===== src/rtl/spi_cfg_sequencer_if.sv =====
// Request handshake between on-chip logic (master) and the SPI configuration
// sequencer (slave): one 7-bit address / 8-bit data write per valid&ready cycle.
interface spi_cfg_sequencer_if;
  logic       req_valid;
  logic       req_ready;
  logic [6:0] req_addr;
  logic [7:0] req_data;

  modport master (output req_valid, output req_addr, output req_data, input req_ready);
  modport slave  (input req_valid, input req_addr, input req_data, output req_ready);
endinterface


===== src/rtl/spi_cfg_sequencer.sv =====
// SPI mode-0 register-write sequencer: queues write requests in a FIFO and
// serialises each as a 16-bit {1'b1, addr, data} frame, dropping bad addresses.
module spi_cfg_sequencer #(
  parameter int CLK_DIV     = 4,
  parameter int GAP_CYCLES  = 8,
  parameter int FIFO_DEPTH  = 4,
  parameter int MAX_ADDRESS = 4
) (
  input  logic                      clk,
  input  logic                      rst_n,
  spi_cfg_sequencer_if.slave        req_if,
  input  logic                      i_clear_err,
  output logic                      o_sclk,
  output logic                      o_ncs,
  output logic                      o_copi,
  output logic                      o_busy,
  output logic                      o_err_addr,
  output logic [7:0]                o_frames_sent
);

  localparam int AW = $clog2(FIFO_DEPTH);
  localparam int CW = AW + 1;
  localparam logic [7:0]    DIV_LAST = 8'(CLK_DIV - 1);
  localparam logic [7:0]    GAP_LAST = 8'(GAP_CYCLES - 1);
  localparam logic [CW-1:0] FULL     = CW'(FIFO_DEPTH);
  localparam logic [6:0]    MAX_A    = 7'(MAX_ADDRESS);

  typedef enum logic [2:0] {
    S_IDLE,
    S_SETUP,
    S_SHIFT,
    S_HOLD,
    S_GAP
  } state_t;

  state_t        r_state;
  state_t        w_stateNext;
  logic [14:0]   r_mem [FIFO_DEPTH];
  logic [AW-1:0] r_wrPtr;
  logic [AW-1:0] r_rdPtr;
  logic [CW-1:0] r_count;
  logic          r_err;
  logic [7:0]    r_cnt;
  logic [3:0]    r_bitCnt;
  logic [15:0]   r_shift;
  logic          r_sclk;
  logic          r_ncs;
  logic          r_copi;
  logic [7:0]    r_frames;

  logic          w_accept;
  logic          w_bad;
  logic          w_push;
  logic          w_pop;
  logic [7:0]    w_cnt;
  logic [3:0]    w_bitCnt;
  logic [15:0]   w_shift;
  logic          w_sclk;
  logic          w_ncs;
  logic          w_copi;
  logic [7:0]    w_frames;

  assign req_if.req_ready = (r_count != FULL);
  assign w_accept = req_if.req_valid && req_if.req_ready;
  assign w_bad    = w_accept && (req_if.req_addr > MAX_A);
  assign w_push   = w_accept && !w_bad;
  assign w_pop    = (r_state == S_IDLE) && (r_count != '0);

  always_ff @(posedge clk) begin
    if (w_push) begin
      r_mem[r_wrPtr] <= {req_if.req_addr, req_if.req_data};
    end
  end

  always_ff @(posedge clk or negedge rst_n) begin
    if (!rst_n) begin
      r_wrPtr <= '0;
      r_rdPtr <= '0;
      r_count <= '0;
    end else begin
      if (w_push) begin
        r_wrPtr <= r_wrPtr + AW'(1);
      end
      if (w_pop) begin
        r_rdPtr <= r_rdPtr + AW'(1);
      end
      case ({w_push, w_pop})
        2'b10:   r_count <= r_count + CW'(1);
        2'b01:   r_count <= r_count - CW'(1);
        default: r_count <= r_count;
      endcase
    end
  end

  // A bad request landing in the same cycle as clear_err keeps the flag set.
  always_ff @(posedge clk or negedge rst_n) begin
    if (!rst_n) begin
      r_err <= 1'b0;
    end else if (w_bad) begin
      r_err <= 1'b1;
    end else if (i_clear_err) begin
      r_err <= 1'b0;
    end
  end

  always_ff @(posedge clk or negedge rst_n) begin
    if (!rst_n) begin
      r_state  <= S_IDLE;
      r_cnt    <= '0;
      r_bitCnt <= '0;
      r_shift  <= '0;
      r_sclk   <= 1'b0;
      r_ncs    <= 1'b1;
      r_copi   <= 1'b0;
      r_frames <= '0;
    end else begin
      r_state  <= w_stateNext;
      r_cnt    <= w_cnt;
      r_bitCnt <= w_bitCnt;
      r_shift  <= w_shift;
      r_sclk   <= w_sclk;
      r_ncs    <= w_ncs;
      r_copi   <= w_copi;
      r_frames <= w_frames;
    end
  end

  // r_bitCnt counts completed sclk high phases; copi advances on each falling edge.
  always_comb begin
    w_stateNext = r_state;
    w_cnt       = r_cnt;
    w_bitCnt    = r_bitCnt;
    w_shift     = r_shift;
    w_sclk      = r_sclk;
    w_ncs       = r_ncs;
    w_copi      = r_copi;
    w_frames    = r_frames;
    case (r_state)
      S_IDLE: begin
        w_ncs  = 1'b1;
        w_sclk = 1'b0;
        w_copi = 1'b0;
        w_cnt  = '0;
        if (w_pop) begin
          w_shift     = {1'b1, r_mem[r_rdPtr]};
          w_bitCnt    = '0;
          w_ncs       = 1'b0;
          w_copi      = 1'b1;
          w_stateNext = S_SETUP;
        end
      end
      S_SETUP: begin
        if (r_cnt == DIV_LAST) begin
          w_cnt       = '0;
          w_sclk      = 1'b1;
          w_stateNext = S_SHIFT;
        end else begin
          w_cnt = r_cnt + 8'd1;
        end
      end
      S_SHIFT: begin
        if (r_cnt == DIV_LAST) begin
          w_cnt = '0;
          if (r_sclk) begin
            w_sclk = 1'b0;
            if (r_bitCnt == 4'd15) begin
              w_stateNext = S_HOLD;
            end else begin
              w_shift  = r_shift << 1;
              w_copi   = r_shift[14];
              w_bitCnt = r_bitCnt + 4'd1;
            end
          end else begin
            w_sclk = 1'b1;
          end
        end else begin
          w_cnt = r_cnt + 8'd1;
        end
      end
      S_HOLD: begin
        if (r_cnt == DIV_LAST) begin
          w_cnt       = '0;
          w_ncs       = 1'b1;
          w_copi      = 1'b0;
          w_frames    = r_frames + 8'd1;
          w_stateNext = S_GAP;
        end else begin
          w_cnt = r_cnt + 8'd1;
        end
      end
      S_GAP: begin
        w_copi = 1'b0;
        if (r_cnt == GAP_LAST) begin
          w_cnt       = '0;
          w_stateNext = S_IDLE;
        end else begin
          w_cnt = r_cnt + 8'd1;
        end
      end
      default: begin
        w_stateNext = S_IDLE;
      end
    endcase
  end

  assign o_sclk        = r_sclk;
  assign o_ncs         = r_ncs;
  assign o_copi        = r_copi;
  assign o_busy        = (r_state != S_IDLE) || (r_count != '0);
  assign o_err_addr    = r_err;
  assign o_frames_sent = r_frames;

endmodule

===== src/flat_wrapper.sv =====
// flat-port wrapper written by rule: the top's interface ports become plain ports
module spi_cfg_sequencer_flat 
#(
  parameter int CLK_DIV     = 4,
  parameter int GAP_CYCLES  = 8,
  parameter int FIFO_DEPTH  = 4,
  parameter int MAX_ADDRESS = 4
)
  (clk, rst_n, i_clear_err, o_sclk, o_ncs, o_copi, o_busy, o_err_addr, o_frames_sent, req_if_req_valid, req_if_req_addr, req_if_req_data, req_if_req_ready);
  spi_cfg_sequencer_if req_if_i ();
  input  logic clk;
  input  logic rst_n;
  input  logic i_clear_err;
  output logic o_sclk;
  output logic o_ncs;
  output logic o_copi;
  output logic o_busy;
  output logic o_err_addr;
  output logic [7:0] o_frames_sent;
  input wire logic [$bits(req_if_i.req_valid)-1:0] req_if_req_valid;
  input wire logic [$bits(req_if_i.req_addr)-1:0] req_if_req_addr;
  input wire logic [$bits(req_if_i.req_data)-1:0] req_if_req_data;
  output wire logic [$bits(req_if_i.req_ready)-1:0] req_if_req_ready;
  assign req_if_i.req_valid = req_if_req_valid;
  assign req_if_i.req_addr = req_if_req_addr;
  assign req_if_i.req_data = req_if_req_data;
  assign req_if_req_ready = req_if_i.req_ready;
  spi_cfg_sequencer #(.CLK_DIV(CLK_DIV), .GAP_CYCLES(GAP_CYCLES), .FIFO_DEPTH(FIFO_DEPTH), .MAX_ADDRESS(MAX_ADDRESS)) u_core (.clk(clk), .rst_n(rst_n), .req_if(req_if_i), .i_clear_err(i_clear_err), .o_sclk(o_sclk), .o_ncs(o_ncs), .o_copi(o_copi), .o_busy(o_busy), .o_err_addr(o_err_addr), .o_frames_sent(o_frames_sent));
endmodule

===== config.mk =====
export PLATFORM = sky130hd
export DESIGN_NAME = spi_cfg_sequencer_flat
export DESIGN_NICKNAME = d
export VERILOG_FILES = /design/src/rtl/spi_cfg_sequencer_if.sv /design/src/rtl/spi_cfg_sequencer.sv /design/src/flat_wrapper.sv
export SDC_FILE = /design/constraint.sdc
export NUM_CORES = 1
export LEC_CHECK = 0
export CAP_MARGIN = 20
export CORE_MARGIN = 3
export CORE_UTILIZATION = 55
export CTS_BUF_LIST = sky130_fd_sc_hd__clkbuf_8
export DETAILED_ROUTE_END_ITERATION = 12
export PLACE_DENSITY_LB_ADDON = 0.25
export SYNTH_ARGS = -nofsm -noshare
export SYNTH_HDL_FRONTEND = slang
export SYNTH_SLANG_ARGS = --single-unit

===== constraint.sdc =====
create_clock -name clk -period 2.25 [get_ports clk]
set_input_delay 0.3375 -clock clk [delete_from_list [all_inputs] [get_ports clk]]
set_output_delay 0.3375 -clock clk [all_outputs]
set_load 0.02 [all_outputs]

# Word-level counts from Yosys, hierarchy flattened
# Memories as Yosys holds them, arrays and structs flattened.
# Cells that the tools add are included.
# W data, S select, Z words.
# word_totals
mem_count	1
inputBits	19
output_inout_bits	14
ff_bits	49
ram_bits	60
# classes
n_reduce_logical	23
addsub	7
n_lt_le_gt_ge	1
eq_ne	18
muxes	38
# mem_list
memory	depth	width	rd	rd_clocked_by_memory_dff	wr	line	source
u_core.r_mem	4	15	1	0	1	spi_cfg_sequencer.sv:38	logic [14:0] r_mem [FIFO_DEPTH];
# ops
operator	count
$mux W15	4
$pmux W15 S2	1
$pmux W8 S3	1
$mux W3	7
$add A8 B1 Y8 const B	2
$mux W4	4
$mux W8	2
$pmux W3 S5	1
$ne A2 B1 Y1 const B	7
$mux W1	13
$reduce_bool A3 Y1	4
$reduce_and A5 Y1	2
$eq A8 B2 Y1 const B	1
$eq A8 B3 Y1 const B	1
$pmux W4 S2	1
$reduce_bool A2 Y1	4
$gt A7 B3 Y1 const B	1
$reduce_and A7 Y1	1
$eq A3 B2 Y1 const B	2
$pmux W3 S2	1
$add A2 B1 Y2 const B	2
$add A4 B1 Y4 const B	1
$eq A4 B4 Y1 const B	1
$logic_and A1 B1 Y1	4
18 further kinds	19

# Logic depth before layout (Yosys ltp)
# depth
word_depth	7
depth_mapped	10

# Worst setup path after synthesis
# Ideal clock, no wire load.
# synth_timing
path_type	register to register
start	register u_core.r_count[0]
end	register u_core.r_count[2]
slack_ps	47
path_stages_with_launch	11
required_time_ps	2171
arrival_ps	2124
synth_period_minus_slack_ps	2203
path_cell_list	dfrtp_1 > or3b_2 > nand2_1 > nor2_1 > inv_1 > ha_1 > inv_1 > fa_1 > xor2_1 > nor2_1 > xor2_1
# synth_via
elab_chain_cells	7
# synth_lines
element	line	source
start, declared	spi_cfg_sequencer.sv:41	logic [CW-1:0] r_count;
start signal, assigned	spi_cfg_sequencer.sv:88	2'b10: r_count <= r_count + CW'(1);
start signal, assigned	spi_cfg_sequencer.sv:89	2'b01: r_count <= r_count - CW'(1);
start signal, assigned	spi_cfg_sequencer.sv:90	default: r_count <= r_count;
$ne A3 B3 Y1 *	spi_cfg_sequencer.sv:63	assign req_if.req_ready = (r_count != FULL);
via req_if_req_ready	flat_wrapper.sv:23	output wire logic [$bits(req_if_i.req_ready)-1:0] req_if_req_ready;
$logic_and A1 B1 Y1 *	spi_cfg_sequencer.sv:64	assign w_accept = req_if.req_valid && req_if.req_ready;
$logic_and A1 B1 Y1	spi_cfg_sequencer.sv:65	assign w_bad = w_accept && (req_if.req_addr > MAX_A);
$logic_not A1 Y1	spi_cfg_sequencer.sv:66	assign w_push = w_accept && !w_bad;
$logic_and A1 B1 Y1 *	spi_cfg_sequencer.sv:66	
$eq A2 B1 Y1 or $eq A2 B2 Y1 (tied branches)	spi_cfg_sequencer.sv:87	case ({w_push, w_pop})
$pmux W3 S2 or $reduce_bool A2 Y1 (tied branches)	n/a	
# The timed path passes the listed nets; every way through them passes the cells marked *.
# A chain may end at the register's enable or synchronous reset.

# Worst setup path after layout
# layout_timing
start	register u_core.r_cnt[0]
end	register u_core.r_frames[1] (netlist: u_core.o_frames_sent[1])
# layout_via
elab_chain_cells	2
# layout_lines
element	line	source
start, declared	spi_cfg_sequencer.sv:43	logic [7:0] r_cnt;
start signal, assigned	spi_cfg_sequencer.sv:118	r_cnt <= w_cnt;
$eq A8 B2 Y1	spi_cfg_sequencer.sv:181	if (r_cnt == DIV_LAST) begin
$reduce_and A2 Y1 (no source line)	n/a	
end signal, assigned	spi_cfg_sequencer.sv:124	r_frames <= w_frames;
end, declared	spi_cfg_sequencer.sv:49	logic [7:0] r_frames;
# Every way passes these cells.

==> qor.log <==
[yosys] fraction of post-synthesis cell area in the top cell type by area 0.3789
[detailed_routing] Detailed Route Iter0 Violations 112
[hold_path] cell depth of the worst hold path 1
[sta] slew at the pin closest to its max-slew limit 660.5 ps
[floorplanning] boundary pin count 33
[sta] crit share post-route 0.9333
[yosys] most common library cells after synthesis edfxtp_1 (60), dfrtp_1 (48), mux2_2 (30)
[power] static leakage 2.219 nW
[yosys] sequential-to-total area share from yosys stat 0.6371
[grt] met1 Track Usage GR 0.2657
[floorplanning] row cnt 33
[cts] number of levels in the clock H-tree 3
[worst_setup_path] worst path required time 2520 ps
[sta] Hold WS 493.3 ps
[yosys] cell with the most instances after synthesis edfxtp_1
[grt] met2 track utilization from global routing 0.2980
[sta] worst max-slew margin expressed relative to the limit 0.5597
[yosys] number of distinct standard cells referenced by the synthesized netlist 52
[yosys] total standard cell area after synthesis 0.004755 mm²
[sta] count of final setup violators 0
[place] Final HPWL DP 5874 µm
[grt] number of global-route vias before repair 2901
[floorplanning] Chip Height 98.98 µm
[cts] deepest clock path buffer count 2
[power] power density cells 651.6 mW/mm²
[worst_setup_path] Worst Reg2Reg Path Length in Cells 5
[yosys] largest family of logic cells by synthesized area multiplexers
[final_layout] Synth-to-Final Area Change 19.92%
[sta] final-report max-slew violation count 0
[yosys] share of flip-flops with an asynchronous set or reset 0.4495
[place] gp weighted congestion 0.8568
[grt] wire length of the first global-routing pass 14380 µm
[yosys] number of synthesized flops with an enable pin 60
[detailed_routing] drt total wl 8435 µm
[yosys] mean instance size in the synthesized netlist 15.24 µm²
[run] maximum capacitance violations 0
[floorplanning] core area 0.008299 mm²
[place] cell count after placement 473
[floorplanning] initial cell density of the core 0.5729
[yosys] leading post-synthesis cells by cell area edfxtp_1 (38%), dfrtp_1 (25%), mux2_2 (7.1%)
[yosys] number of warnings reported in the yosys synthesis log 0
[place] worst-case setup slack after placement -169.9 ps
[final_layout] final layout net count 408
[worst_setup_path] maximum fanout along the worst path 9
[detailed_routing] remaining routing DRC violations 0
[worst_setup_path] class of the most critical setup path reg2reg
[place] number of buffers inserted by port buffering 32
[sta] PnR worst setup slack 150.1 ps
[floorplanning] width of the die 98.98 µm
[yosys] number of cells produced by synthesis 312
[final_layout] fraction of layout instances using a drive strength above 1 0.2883
[worst_setup_path] category of the worst setup path capture point register
[yosys] dominant register cell in the synthesized netlist edfxtp_1
[worst_setup_path] crit start category register
[yosys] multiplexer share of the synthesized area 0.1442
[grt] total global routing overflow 0
[sta] final total negative setup slack 0 ps
[worst_setup_path] worst endpoint data arrival time 2370 ps
[yosys] post-synthesis sequential element count 109
[final_layout] Finished Layout Cells 490
[sta] clock period minus final worst setup slack 2100 ps
[power] maximum resistive drop on vdd 0.4583 mV
[cts] number of clock sinks 109
[cts] root buffer cell clkbuf_8
[detailed_routing] Via Count 2728
[grt] GR peak layer met2
[sta] Max Clock Skew 15.83 ps
[cts] clock tree from TritonCTS built
[detailed_routing] routed vias/inst 5.567
[yosys] simple logic cell fraction of the synthesized area 0.09000
[yosys] xor/xnor share of the synthesized area 0.03500
[grt] global routing met3 resource utilization 0.04459
[grt] total routing usage reported by global routing 0.1888
[yosys] adder-cell share of the synthesized area 0.02526
[status] outcome completed
[final_layout] n_diodes 0
[yosys] post-synthesis cell type with the largest combined area edfxtp_1
[floorplanning] area of the die 0.009796 mm²
[hold_path] type of the worst min-delay path reg2reg
[final_layout] Layout fillers 569
[yosys] compound-gate portion of the synthesized area 0.04632
[sta] setup repair after global routing missed its margin no
[grt] antenna violations before repair 0
[detailed_routing] post-DR wirelength/cell 17.21 µm
[yosys] Syn Nets 340
[detailed_routing] detailed-router iteration count before antenna repair 4
[cts] Worst-Skew Late Latency 370 ps
[sta] Max Fclk 476.2 MHz
[detailed_routing] count of antenna-violating nets left after detailed routing 0
[grt] maximum number of pins on one net before global-route repair 30
[sta] Final Hold Viols 0
[cts] clock slew seen by the registers of the worst setup and hold paths 110 ps
[cts] number of buffers created by CTS 9
## metal layers
| layer | vias up | share of wire |
|---|---|---|
| met2 | 50 | 0.50 |
| met4 | 0 | 0.0084 |
| met3 | 5 | 0.042 |
| met5 | - | 0 |
| li1 | 1307 | - |
| met1 | 1366 | 0.45 |
## sequential cells by signal, summed over array words and instances, names as in the netlist
name / cells
u_core.o_copi: 1
u_core.r_wrPtr: 2
u_core.r_bitCnt: 4
u_core.r_mem: 60
u_core.r_cnt: 8
u_core.o_err_addr: 1
u_core.o_frames_sent: 8
u_core.r_rdPtr: 2
u_core.r_count: 3
u_core.o_sclk: 1
u_core.r_state: 3
u_core.o_ncs: 1
u_core.r_shift: 15
## final cells by class
cell class | count | area [µm²] | area share
multi-input combinational | 178 | 1638 | 0.2873
clock inverter | 7 | 86.33 | 0.01514
timing repair buffer | 68 | 640.6 | 0.1124
inverter | 14 | 52.55 | 0.009217
tap | 105 | 131.4 | 0.02304
sequential | 109 | 3029 | 0.5313
clock buffer | 9 | 123.9 | 0.02172
## cells by family after synthesis
kind of cell | after synthesis
compound gates | 32
xor+xnor | 19
fa+ha+maj | 9
buf+inv | 25
flops | 109
mux | 46
simple gates | 72
## worst paths after layout
kind | startpoint | end | slack [ps]
min reg2reg | u_core.o_frames_sent[7]$_DFFE_PN0P_ | u_core.o_frames_sent[7]$_DFFE_PN0P_ | 490
max | u_core.r_cnt[0]$_DFFE_PN0P_ | u_core.o_frames_sent[1]$_DFFE_PN0P_ | 150
max in group asynchronous | rst_n | u_core.o_frames_sent[6]$_DFFE_PN0P_ | 1090
min | u_core.o_frames_sent[7]$_DFFE_PN0P_ | u_core.o_frames_sent[7]$_DFFE_PN0P_ | 490
min in group asynchronous | rst_n | u_core.r_shift[5]$_DFFE_PN0P_ | 520
max reg2reg | u_core.r_cnt[0]$_DFFE_PN0P_ | u_core.o_frames_sent[1]$_DFFE_PN0P_ | 150
## critical path, cell delays in order, from the launching register on
cell and delay (ps):
dfrtp_1 380, ha_2 260, or4b_4 540, nor4_4 280, buf_4 210, mux2_2 340
## power by group
part,total [mW],leakage [nW],switching (mW),internal [mW]
sequential,2.20,1.16,0.0415,2.16
clock,1.24,0.106,0.697,0.542
combinational,0.272,0.949,0.135,0.137
total,3.72,2.22,0.873,2.84
## repair_timing
item	in CTS	in global routing
gates resized for setup	0	4
setup endpoints to repair	0	5
endpoints found under the hold margin	2	0
setup buffers	0	0
hold buffers	1	0
## cell usage in the layout, fill, tap and decap left out, types with 3 or more instances in the layout
| cell | count |
|---|---|
| edfxtp_1 | 60 |
| a21oi_1 | 4 |
| dfrtp_1 | 48 |
| inv_1 | 14 |
| buf_4 | 31 |
| o31ai_1 | 3 |
| nand4_1 | 9 |
| and2_1 | 6 |
| nor2_1 | 15 |
| nor3_1 | 4 |
| clkdlybuf4s50_1 | 30 |
| nand3_1 | 6 |
| buf_12 | 4 |
| nand2_1 | 12 |
| mux2_2 | 30 |
| mux4_2 | 15 |
| xor2_1 | 9 |
| ha_1 | 7 |
| o21ai_0 | 9 |
| inv_8 | 3 |
| xnor2_1 | 10 |
| clkbuf_8 | 9 |
## through the flow
step	util	area, µm²	total power, mW
floorplan	-	4755	2.369
detailed placement	0.6587	5466	2.523
global placement	0.6587	5466	2.496
global route	0.6870	5702	3.890
finish	0.6870	5702	3.715
CTS	0.6852	5687	3.765
Power figures use the tool's default switching activity.
